$ cat src/rtl/regfile_scan.sv
// Debug read-out engine: borrows the register file A read port and streams
// registers FIRST_REG..LAST_REG as index-tagged bytes. Optional: REGFILE_SCAN_CHECKSUM_EN.
module regfile_scan #(
  parameter int DW        = 8,
  parameter int AW        = 4,
  parameter int FIRST_REG = 1,
  parameter int LAST_REG  = 15
) (
  input  logic          i_clk,
  input  logic          i_rst,
  input  logic          i_start,
  output logic          o_busy,
  output logic          o_done,
  output logic          o_portReq,
  input  logic          i_portGnt,
  output logic [AW-1:0] o_rfSel,
  input  logic [DW-1:0] i_rfData,
  output logic [DW-1:0] o_outData,
  output logic [AW-1:0] o_outIdx,
  output logic          o_outValid,
  input  logic          i_outReady,
  output logic          o_outLast
);

  localparam logic [AW-1:0] FIRST_IDX = AW'(FIRST_REG);
  localparam logic [AW-1:0] LAST_IDX  = AW'(LAST_REG);

  typedef enum logic [2:0] {
    ST_IDLE,
    ST_REQ,
    ST_ADDR,
    ST_CAPT,
    ST_SEND,
    ST_CSUM,
    ST_DONE
  } state_t;

  state_t        r_state;
  state_t        w_nextState;
  logic [AW-1:0] r_idx;
  logic [AW-1:0] w_idxNext;
  logic [AW-1:0] r_rfSel;
  logic [AW-1:0] w_selNext;
  logic [DW-1:0] r_outData;
  logic [AW-1:0] r_outIdx;
  logic          r_outValid;
  logic          r_outLast;
  logic          r_portReq;
  logic          r_busy;
  logic          r_done;
  logic          w_load;
  logic          w_capt;
  logic          w_adv;
  logic          w_reqNext;
  logic          w_isLast;
  logic          w_xfer;

  assign w_isLast = (r_idx == LAST_IDX);
  assign w_xfer   = r_outValid && i_outReady;

  always_comb begin
    w_nextState = r_state;
    w_load      = 1'b0;
    w_capt      = 1'b0;
    w_adv       = 1'b0;
    case (r_state)
      ST_IDLE: begin
        if (i_start) begin
          w_nextState = ST_REQ;
          w_load      = 1'b1;
        end
      end
      ST_REQ: begin
        if (i_portGnt) w_nextState = ST_ADDR;
      end
      // A grant lost while addressing re-requests without advancing the index.
      ST_ADDR: begin
        w_nextState = i_portGnt ? ST_CAPT : ST_REQ;
      end
      ST_CAPT: begin
        w_capt      = 1'b1;
        w_nextState = ST_SEND;
      end
      ST_SEND: begin
        if (w_xfer) begin
          if (w_isLast) begin
`ifdef REGFILE_SCAN_CHECKSUM_EN
            w_nextState = ST_CSUM;
`else
            w_nextState = ST_DONE;
`endif
          end else begin
            w_adv       = 1'b1;
            w_nextState = i_portGnt ? ST_ADDR : ST_REQ;
          end
        end
      end
      ST_CSUM: begin
        if (w_xfer) w_nextState = ST_DONE;
      end
      ST_DONE: begin
        w_nextState = ST_IDLE;
      end
      default: begin
        w_nextState = ST_IDLE;
      end
    endcase
  end

  always_comb begin
    w_idxNext = r_idx;
    if (w_load) begin
      w_idxNext = FIRST_IDX;
    end else if (w_adv) begin
      w_idxNext = r_idx + AW'(1);
    end
    w_reqNext = (w_nextState == ST_REQ)  || (w_nextState == ST_ADDR) ||
                (w_nextState == ST_CAPT) || (w_nextState == ST_SEND);
`ifdef REGFILE_SCAN_CHECKSUM_EN
    // The final data byte is already captured, so the CPU can resume early.
    if ((w_nextState == ST_SEND) && (w_idxNext == LAST_IDX)) w_reqNext = 1'b0;
`endif
    w_selNext = '0;
    if (w_reqNext && (w_nextState != ST_REQ)) w_selNext = w_idxNext;
  end

  always_ff @(posedge i_clk or posedge i_rst) begin
    if (i_rst) begin
      r_state   <= ST_IDLE;
      r_idx     <= '0;
      r_rfSel   <= '0;
      r_portReq <= 1'b0;
      r_busy    <= 1'b0;
      r_done    <= 1'b0;
    end else begin
      r_state   <= w_nextState;
      r_idx     <= w_idxNext;
      r_rfSel   <= w_selNext;
      r_portReq <= w_reqNext;
      r_busy    <= (w_nextState != ST_IDLE) && (w_nextState != ST_DONE);
      r_done    <= (w_nextState == ST_DONE);
    end
  end

`ifdef REGFILE_SCAN_CHECKSUM_EN
  logic [DW-1:0] r_csum;

  always_ff @(posedge i_clk or posedge i_rst) begin
    if (i_rst) begin
      r_csum <= '0;
    end else if (w_load) begin
      r_csum <= '0;
    end else if (w_capt) begin
      r_csum <= r_csum ^ i_rfData;
    end
  end
`endif

  always_ff @(posedge i_clk or posedge i_rst) begin
    if (i_rst) begin
      r_outData  <= '0;
      r_outIdx   <= '0;
      r_outValid <= 1'b0;
      r_outLast  <= 1'b0;
    end else if (w_capt) begin
      r_outData  <= i_rfData;
      r_outIdx   <= r_idx;
      r_outValid <= 1'b1;
`ifdef REGFILE_SCAN_CHECKSUM_EN
      r_outLast  <= 1'b0;
`else
      r_outLast  <= w_isLast;
`endif
    end else if (w_xfer) begin
`ifdef REGFILE_SCAN_CHECKSUM_EN
      if ((r_state == ST_SEND) && w_isLast) begin
        r_outData  <= r_csum;
        r_outIdx   <= '0;
        r_outValid <= 1'b1;
        r_outLast  <= 1'b1;
      end else begin
        r_outValid <= 1'b0;
        r_outLast  <= 1'b0;
      end
`else
      r_outValid <= 1'b0;
      r_outLast  <= 1'b0;
`endif
    end
  end

  assign o_busy     = r_busy;
  assign o_done     = r_done;
  assign o_portReq  = r_portReq;
  assign o_rfSel    = r_rfSel;
  assign o_outData  = r_outData;
  assign o_outIdx   = r_outIdx;
  assign o_outValid = r_outValid;
  assign o_outLast  = r_outLast;

endmodule

$ cat config.mk
export PLATFORM = sky130hd
export DESIGN_NAME = regfile_scan
export DESIGN_NICKNAME = d
export VERILOG_FILES = /design/src/rtl/regfile_scan.sv
export SDC_FILE = /design/constraint.sdc
export NUM_CORES = 1
export LEC_CHECK = 0
export CORE_MARGIN = 2
export CORE_UTILIZATION = 47
export DETAILED_ROUTE_END_ITERATION = 16
export PLACE_DENSITY_LB_ADDON = 0.05
export SYNTH_ARGS = -nofsm -noshare
export SYNTH_HDL_FRONTEND = slang
export SYNTH_SLANG_ARGS = --single-unit
$ cat constraint.sdc
create_clock -name i_clk -period 1.95 [get_ports i_clk]
set_input_delay 0.195 -clock i_clk [delete_from_list [all_inputs] [get_ports i_clk]]
set_output_delay 0.195 -clock i_clk [all_outputs]
set_load 0.05 [all_outputs]
---- After elaboration in Yosys (flattened, before gate mapping) ----
Index checks and enable logic that the tools add are counted.
Widths: inputs -> output; s select.
operators by class
  add/sub/neg operators ................... 1
  equal/unequal tests ..................... 13
  muxes and demuxes ....................... 20
  reduce and logical (&&, ||, !) cells .... 9
operators by type and width
  operator             number
  $pmux 3 s6           1
  $mux 3               5
  $eq 3x2->1 const B   4
  $eq 3x3->1 const B   4
  $mux 4               3
  $mux 1               9
  $eq 3x1->1 const B   2
  $add 4x1->4 const B  1
  $eq 4x4->1 const B   1
  $mux 2               2
  $logic_and 1x1->1    3
  $logic_not 3->1      1
  $logic_or 1x1->1     3
  $ne 3x1->1 const B   1
  $ne 3x3->1 const B   1
  $reduce_bool 3->1    1
  $reduce_bool 2->1    1
storage, ports and cells
  register bits ........................... 28
  input port bits ......................... 13
  output and inout bits ................... 21
  logic and storage cells ................. 53

---- Longest topological paths before layout ----
Gate-level depths: netlist of run 1.
  depth in word-level cells ............... 10
  mapped depth ............................ 6

---- Worst setup path before layout of run 1 ----
Ideal clock, no wire load.
  path kind ............................... register to register
  start ................................... register r_outValid (netlist: o_outValid)
  end ..................................... register r_rfSel[1] (netlist: o_rfSel[1])
  library setup time ...................... 0.107 ns
  arrival time ............................ 1.632 ns
  data required time ...................... 1.843 ns
  slack ................................... 0.211 ns
  stages on the path, launching flop included .. 6
  path through ............................ dfrtp_1 > nand4b_1 > o211a_2 > clkinv_4 > nor2_4 > a2111oi_4
on the way
  longest elaborated chain between the ends .. 9
  elaborated cells between the ends (all ways) .. 18
  classes of those cells .................. eq/ne (5); mux (8); reduce/logical (5)
RTL lines
  what                                      line    text
  start: declaration                        46      logic r_outValid;
  start signal: assignment                  163     r_outValid <= 1'b0;
  start signal: assignment                  168     r_outValid <= 1'b1;
  start signal: assignment                  186     r_outValid <= 1'b0;
  $logic_and 1x1->1 (*)                     59      assign w_xfer = r_outValid && i_outReady;
  $mux 3 (on tied branches)                 99, 85
  $pmux 3 s6 (*)                            66      case (r_state)
  via w_nextState[1]                        39      state_t w_nextState;
  $eq 3x1->1 or $eq 3x2->1 (tied branches)  117     w_reqNext = (w_nextState == ST_REQ) || (w_nextState == ST_ADDR) ||
  $logic_or 1x1->1 (2 in a row)             117
  $logic_or 1x1->1                          118     (w_nextState == ST_CAPT) || (w_nextState == ST_SEND);
  $logic_and 1x1->1 (*)                     124     if (w_reqNext && (w_nextState != ST_REQ)) w_selNext = w_idxNext;
  $mux 4 (*)                                124
  via w_selNext[1]                          43      logic [AW-1:0] w_selNext;
  end signal: assignment                    138     r_rfSel <= w_selNext;
  end: declaration                          42      logic [AW-1:0] r_rfSel;
The timed path passes the listed nets; every way through them passes the cells marked *.
A chain may end at the register's enable or synchronous reset.

---- Worst setup path after layout of run 1 ----
  start ................................... register r_outValid (netlist: o_outValid)
  end ..................................... output port o_outValid
RTL lines
  what              line  text
  end: declaration  20    output logic o_outValid,
No word-level cell between the ends.

==> results.cfg, run 1 <==
[route]
wl_um = 2740
drc = 0
vias = 961
drtPass1Iterations = 4
vias_per_cell = 5.587
drt_iter0_drc = 34
wire_per_inst_um = 15.93
ant_nets = 0

[power_and_ir_drop]
p_sw_mw = 1.330
seqPwrFrac = 0.331
p_clk_frac = 0.097
ir_drop_uv = 1258
p_comb_frac = 0.572
p_int_mw = 1.545
powerDensity_nw_per_um2 = 1621
p_leak_nw = 0.7591
p_sw_frac = 0.4627

[final_layout]
nNetsFinal = 156
diodes = 0
syn_to_final_growth_pct = 36.35
instances_no_fill = 172
final_common_cell = clkdlybuf4s50_1
layout_common_cells = clkdlybuf4s50_1, dfrtp_1, mux2_2
multi_input_comb_area_sq_um = 568.0
seqCellArea_sq_um = 701.9
drive_gt1_frac = 0.2766
fillerInstances = 218

[worst_setup_path]
path_depth = 1
crit_fanout = 6
required_ns = 1.75
rr_startpoint = r_state[0]$_DFF_PP0_
crit_family = buffers and inverters
r2r-end = o_rfSel[1]$_DFF_PP0_
cp_num_buf_inv = 1
critical_path.cell_chain = clkdlybuf4s50_1
cpPeakStageDelay_ns = 0.86
cp_data_arrival_time_ns = 1.67
end_kind = output port
startpoint_type = flop
worst-setup-path-type = reg -> out
endpoint = o_outValid
slowest_stage = clkdlybuf4s50_1
reg2regPathDepth = 6
ff2ff_setup_slack_ns = 0.09
startpoint = o_outValid$_DFFE_PP0P_

[synth]
synth_cell_types = 40
synth_top_cell_area_share = 0.5385
synth_area_leaders = dfrtp_1, mux2_2, mux2i_1
syn_avg_cell_area_sq_um = 13.28
synth_area_sq_um = 1301
synth_ff_type = dfrtp_1
async_flop_share = 1.000
yosys.area.top_type = dfrtp_1
synth_nets = 112
yosys_warnings = 0
synth_edf_count = 0
synth_seq_cells = 28
seq_area_frac_synth = 0.5385
syn_inst = 98

[outcome]
outcome = finished, final reports clean

[timing]
slew-limit-headroom = 0.6487
fin_crit_sh = 0.9561
finClkSkew_ns = 0.009096
slew_viol_final = 0
hold_violations = 0
tns_ns = 0
period_minus_slack_ns = 1.864
tightest_slew_ns = 0.5256
hold_slack_ns = 0.2040
max_freq_ghz = 0.5364
setup_viol = 0

[global_routing]
grt_pass1_vias = 953
grt_pass1_wl_um = 4547
overflow = 0
grt_max_degree = 29
antenna_found_initial = 0
track_usage = 0.1861

[placement]
hpwl_um = 1990
placedCellCount = 167
routabilityCongestion = 0.7165
io_buffers = 33

[clock_tree]
root_buffer = clkbuf_4
clkTransAtPathRegs_ns = 0.15
cts_made_buffers = 3
clock_latency_ns = 0.33
clock-sinks = 28
htreeDepth = 1
cts_tree = built
clockBufferDepth = 2

[floorplanning]
die_y_um = 56.62
core_sq_um = 2686
initial_core_util = 0.4844
die_area_sq_um = 3205
placementRows = 19
die_w_um = 56.62
pin_count = 34

[job]
maxCapViolCount = 0

[worst_hold_path]
hold_class = in -> async
[what timing repair did]
| action | in CTS | in global routing |
|---|---|---|
| endpoints found under the setup margin | 0 | 1 |
| hold buffers | 0 | 0 |
| resized for setup | 0 | 4 |
| buffers inserted | 0 | 1 |
[state kept, by name (all words and copies together), names as in the netlist]
register and cells:
o_busy 1, o_done 1, o_outData 8, o_outIdx 4
o_outLast 1, o_outValid 1, o_portReq 1, o_rfSel 4
r_idx 4, r_state 3
[power by group through the flow]
stage / Clock [mW] / Sequential [mW] / Combinational [mW]
after detailed placement: 0 / 0.962 / 1.62
after CTS: 0.289 / 0.947 / 1.62
after global routing: 0.314 / 0.983 / 1.74
final: 0.280 / 0.951 / 1.64
after floorplan: 0 / 1.42 / 0.651
after global placement: 0 / 0.943 / 1.59
[cells in the mapped netlist (2+ instances only)]
| master | number |
|---|---|
| nor2_1 | 4 |
| dfrtp_1 | 28 |
| a21oi_1 | 2 |
| nand2b_1 | 3 |
| nand2_1 | 2 |
| buf_2 | 2 |
| nand3_1 | 4 |
| o21ai_0 | 3 |
| mux2i_1 | 3 |
| inv_1 | 4 |
| or4bb_1 | 2 |
| mux2_2 | 12 |
| a21boi_1 | 2 |
[per-stage QoR]
stage | utilization | power (mW) | instance area (sq um) | setup slack [ns]
2_1_floorplan | - | 2.071 | 1301 | 0.2114
3_3_place_gp | 0.6376 | 2.530 | 1713 | 0.08798
3_5_place_dp | 0.6376 | 2.579 | 1713 | 0.03978
4_1_cts | 0.6511 | 2.858 | 1749 | 0.06532
5_1_grt | 0.6605 | 3.042 | 1774 | -0.008807
6_report | 0.6605 | 2.875 | 1774 | 0.08564
[worst min path at each step]
stage                             start                       end  slack [ns]
4_1_cts                           i_rst  o_outData[3]$_DFFE_PP0P_        0.21
6_report                          i_rst  o_outData[3]$_DFFE_PP0P_        0.20
3_5_place_dp   o_outData[5]$_DFFE_PP0P_  o_outData[5]$_DFFE_PP0P_        0.49
3_3_place_gp   o_outData[2]$_DFFE_PP0P_  o_outData[2]$_DFFE_PP0P_        0.49
2_1_floorplan                     i_rst          o_busy$_DFF_PP0_        0.26
5_1_grt                           i_rst        r_idx[2]$_DFF_PP0_        0.24
[area by class of cell]
| type | instances | area share |
|---|---|---|
| Sequential cell | 28 | 0.3956 |
| Multi-Input combinational cell | 61 | 0.3202 |
| Timing Repair Buffer | 43 | 0.2285 |
| Tap cell | 31 | 0.02186 |
| Clock buffer | 4 | 0.02045 |
| Inverter | 5 | 0.01340 |
[layer usage]
metal	global-route usage	vias up	wire [um]
met5	0	-	0
met4	0.09184	0	56
met3	0.03687	8	154
met2	0.2940	31	1416
met1	0.2436	475	1113
li1	-	447	-
[cell families (layout without fill, tap and decap cells)]
family | after synthesis | in the layout | synth area share
adder cells (fa/ha/maj) | 2 | 2 | 0.01731
multiplexers | 15 | 15 | 0.1269
flip-flops | 28 | 28 | 0.5385
buffers and inverters | 9 | 52 | 0.03749
XOR/XNOR | 1 | 1 | 0.006732
AO/OA/AOI/OAI | 18 | 18 | 0.1365
AND/OR/NAND/NOR | 25 | 25 | 0.1365
No activity file was read; power rests on OpenSTA's default activity.
==> inputs of run 2 (changes only) <==
- MAX_ROUTING_LAYER: unset -> met4
- clock period: 1.95 -> 1.9 ns (I/O delays scaled with it)
==> results.cfg, run 2 (synthesis gave the netlist of run 1 again) <==
[route]
drtPass1Iterations = 4
vias = 942
wire_per_inst_um = 15.29
drt_iter0_drc = 16
ant_nets = 0
wl_um = 2645
vias_per_cell = 5.445
drc = 0

[timing]
tightest_slew_ns = 0.5230
max_freq_ghz = 0.5578
hold_violations = 0
slew-limit-headroom = 0.6502
grt_setup_unrepaired = no
hold_slack_ns = 0.1912
period_minus_slack_ns = 1.793
fin_crit_sh = 0.9435
setup_viol = 0
finClkSkew_ns = 0.002246
slew_viol_final = 0

[final_layout]
final_common_cell = clkdlybuf4s50_1
diodes = 0
nNetsFinal = 157
drive_gt1_frac = 0.2535
syn_to_final_growth_pct = 37.02
largest_reg_flops = 8
instances_no_fill = 173
layout_common_cells = clkdlybuf4s50_1, dfrtp_1, mux2_2
final_util = 0.6637

[placement]
placedCellCount = 168
routabilityCongestion = 0.7424
hpwl_um = 1957
io_buffers = 33

[outcome]
outcome = finished, final reports clean

[power_and_ir_drop]
p_leak_nw = 0.7890
powerDensity_nw_per_um2 = 1698
ir_drop_uv = 1201

[floorplanning]
pin_count = 34
core_sq_um = 2686
die_area_sq_um = 3205
initial_core_util = 0.4844
placementRows = 19
die_y_um = 56.62
die_w_um = 56.62

[clock_tree]
clockBufferDepth = 2
root_buffer = clkbuf_4
clock_latency_ns = 0.33
clock-sinks = 28
cts_tree = built
htreeDepth = 1
cts_hold_buf = 0
clkTransAtPathRegs_ns = 0.15
cts_made_buffers = 3

[worst_setup_path]
worst-setup-path-type = reg -> reg
startpoint_type = flop
cp_data_arrival_time_ns = 2.04
required_ns = 2.15
end_kind = flop
crit_fanout = 3

[global_routing]
grt_max_degree = 29
overflow = 0
grt_pass1_wl_um = 4519
antenna_found_initial = 0
grt_pass1_vias = 1007
track_usage = 0.1858

[job]
maxCapViolCount = 0

[worst_hold_path]
hold_class = in -> async
run 2: changes by cell type in the layout (fill, tap and decap cells not counted), sizes merged:
cell,before,now
bufinv,0,1
clkdlybuf4s50,33,32
dlymetal6s2s,0,1
clkbuf,4,3
buf,10,11
run 2: through the flow:
| stage | power (mW) | cell area (sq um) | worst slack (ns) | TNS, ns |
|---|---|---|---|---|
| 3_3_place_gp | 2.603 | 1720 | 0.04214 | 0 |
| 6_report | 3.028 | 1783 | 0.1073 | 0 |
| 2_1_floorplan | 2.126 | 1301 | 0.1614 | 0 |
| 3_5_place_dp | 2.648 | 1720 | -0.008532 | -0.008532 |
| 5_1_grt | 3.178 | 1783 | 0.03143 | 0 |
| 4_1_cts | 3.043 | 1773 | 0.01761 | 0 |
run 2: path summary, 6_finish.rpt:
kind | start | endpoint | slack, ns | cells after the start
setup / recovery | r_idx[0]$_DFF_PP0_ | o_rfSel[1]$_DFF_PP0_ | 0.11 | 6
hold / removal | i_rst | o_outData[0]$_DFFE_PP0P_ | 0.19 | 3
setup reg to reg | r_idx[0]$_DFF_PP0_ | o_rfSel[1]$_DFF_PP0_ | 0.11 | 6
hold reg to reg | o_outData[2]$_DFFE_PP0P_ | o_outData[2]$_DFFE_PP0P_ | 0.53 | 1
max in group asynchronous | i_rst | o_outIdx[3]$_DFFE_PP0P_ | 1.45 | 3
min in group i_clk | i_rfData[0] | o_outData[0]$_DFFE_PP0P_ | 0.46 | 2
run 2: layout make-up:
cell class / instances / area (sq um)
timing repair buffer: 44 / 415.4
clock buffer: 3 / 22.52
inverter: 5 / 23.77
clock inverter: 1 / 30.03
fill: 218 / 903.4
tap: 31 / 38.79
sequential: 28 / 700.7
multi-input combinational: 61 / 551.8
run 2: metal layers:
layer | track usage | vias to the layer above | routed length (um)
met3 | 0.05069 | 4 | 100
met2 | 0.3106 | 22 | 1349
met1 | 0.2194 | 470 | 1168
met5 | - | - | 0
li1 | - | 446 | -
met4 | 0.05442 | 0 | 27
run 2: power breakdown:
| part | total, mW | leakage [nW] | switching (mW) | internal, mW |
|---|---|---|---|---|
| registers | 0.967 | 0.353 | 0.172 | 0.795 |
| clock network | 0.394 | 0.0279 | 0.181 | 0.214 |
| logic | 1.67 | 0.408 | 1.01 | 0.661 |
run 2: critical path, cell delays in order (launching register included):
cell       delay [ns]
dfrtp_1          0.41
ha_1             0.25
a311oi_1         0.24
o211a_2          0.26
buf_4            0.13
o211ai_2         0.11
a2111oi_4        0.31
run 2: repair_timing:
item / CTS / global route
endpoints found under the setup margin: 0 / 2
gates resized for setup: 0 / 1
setup buffers: 0 / 1
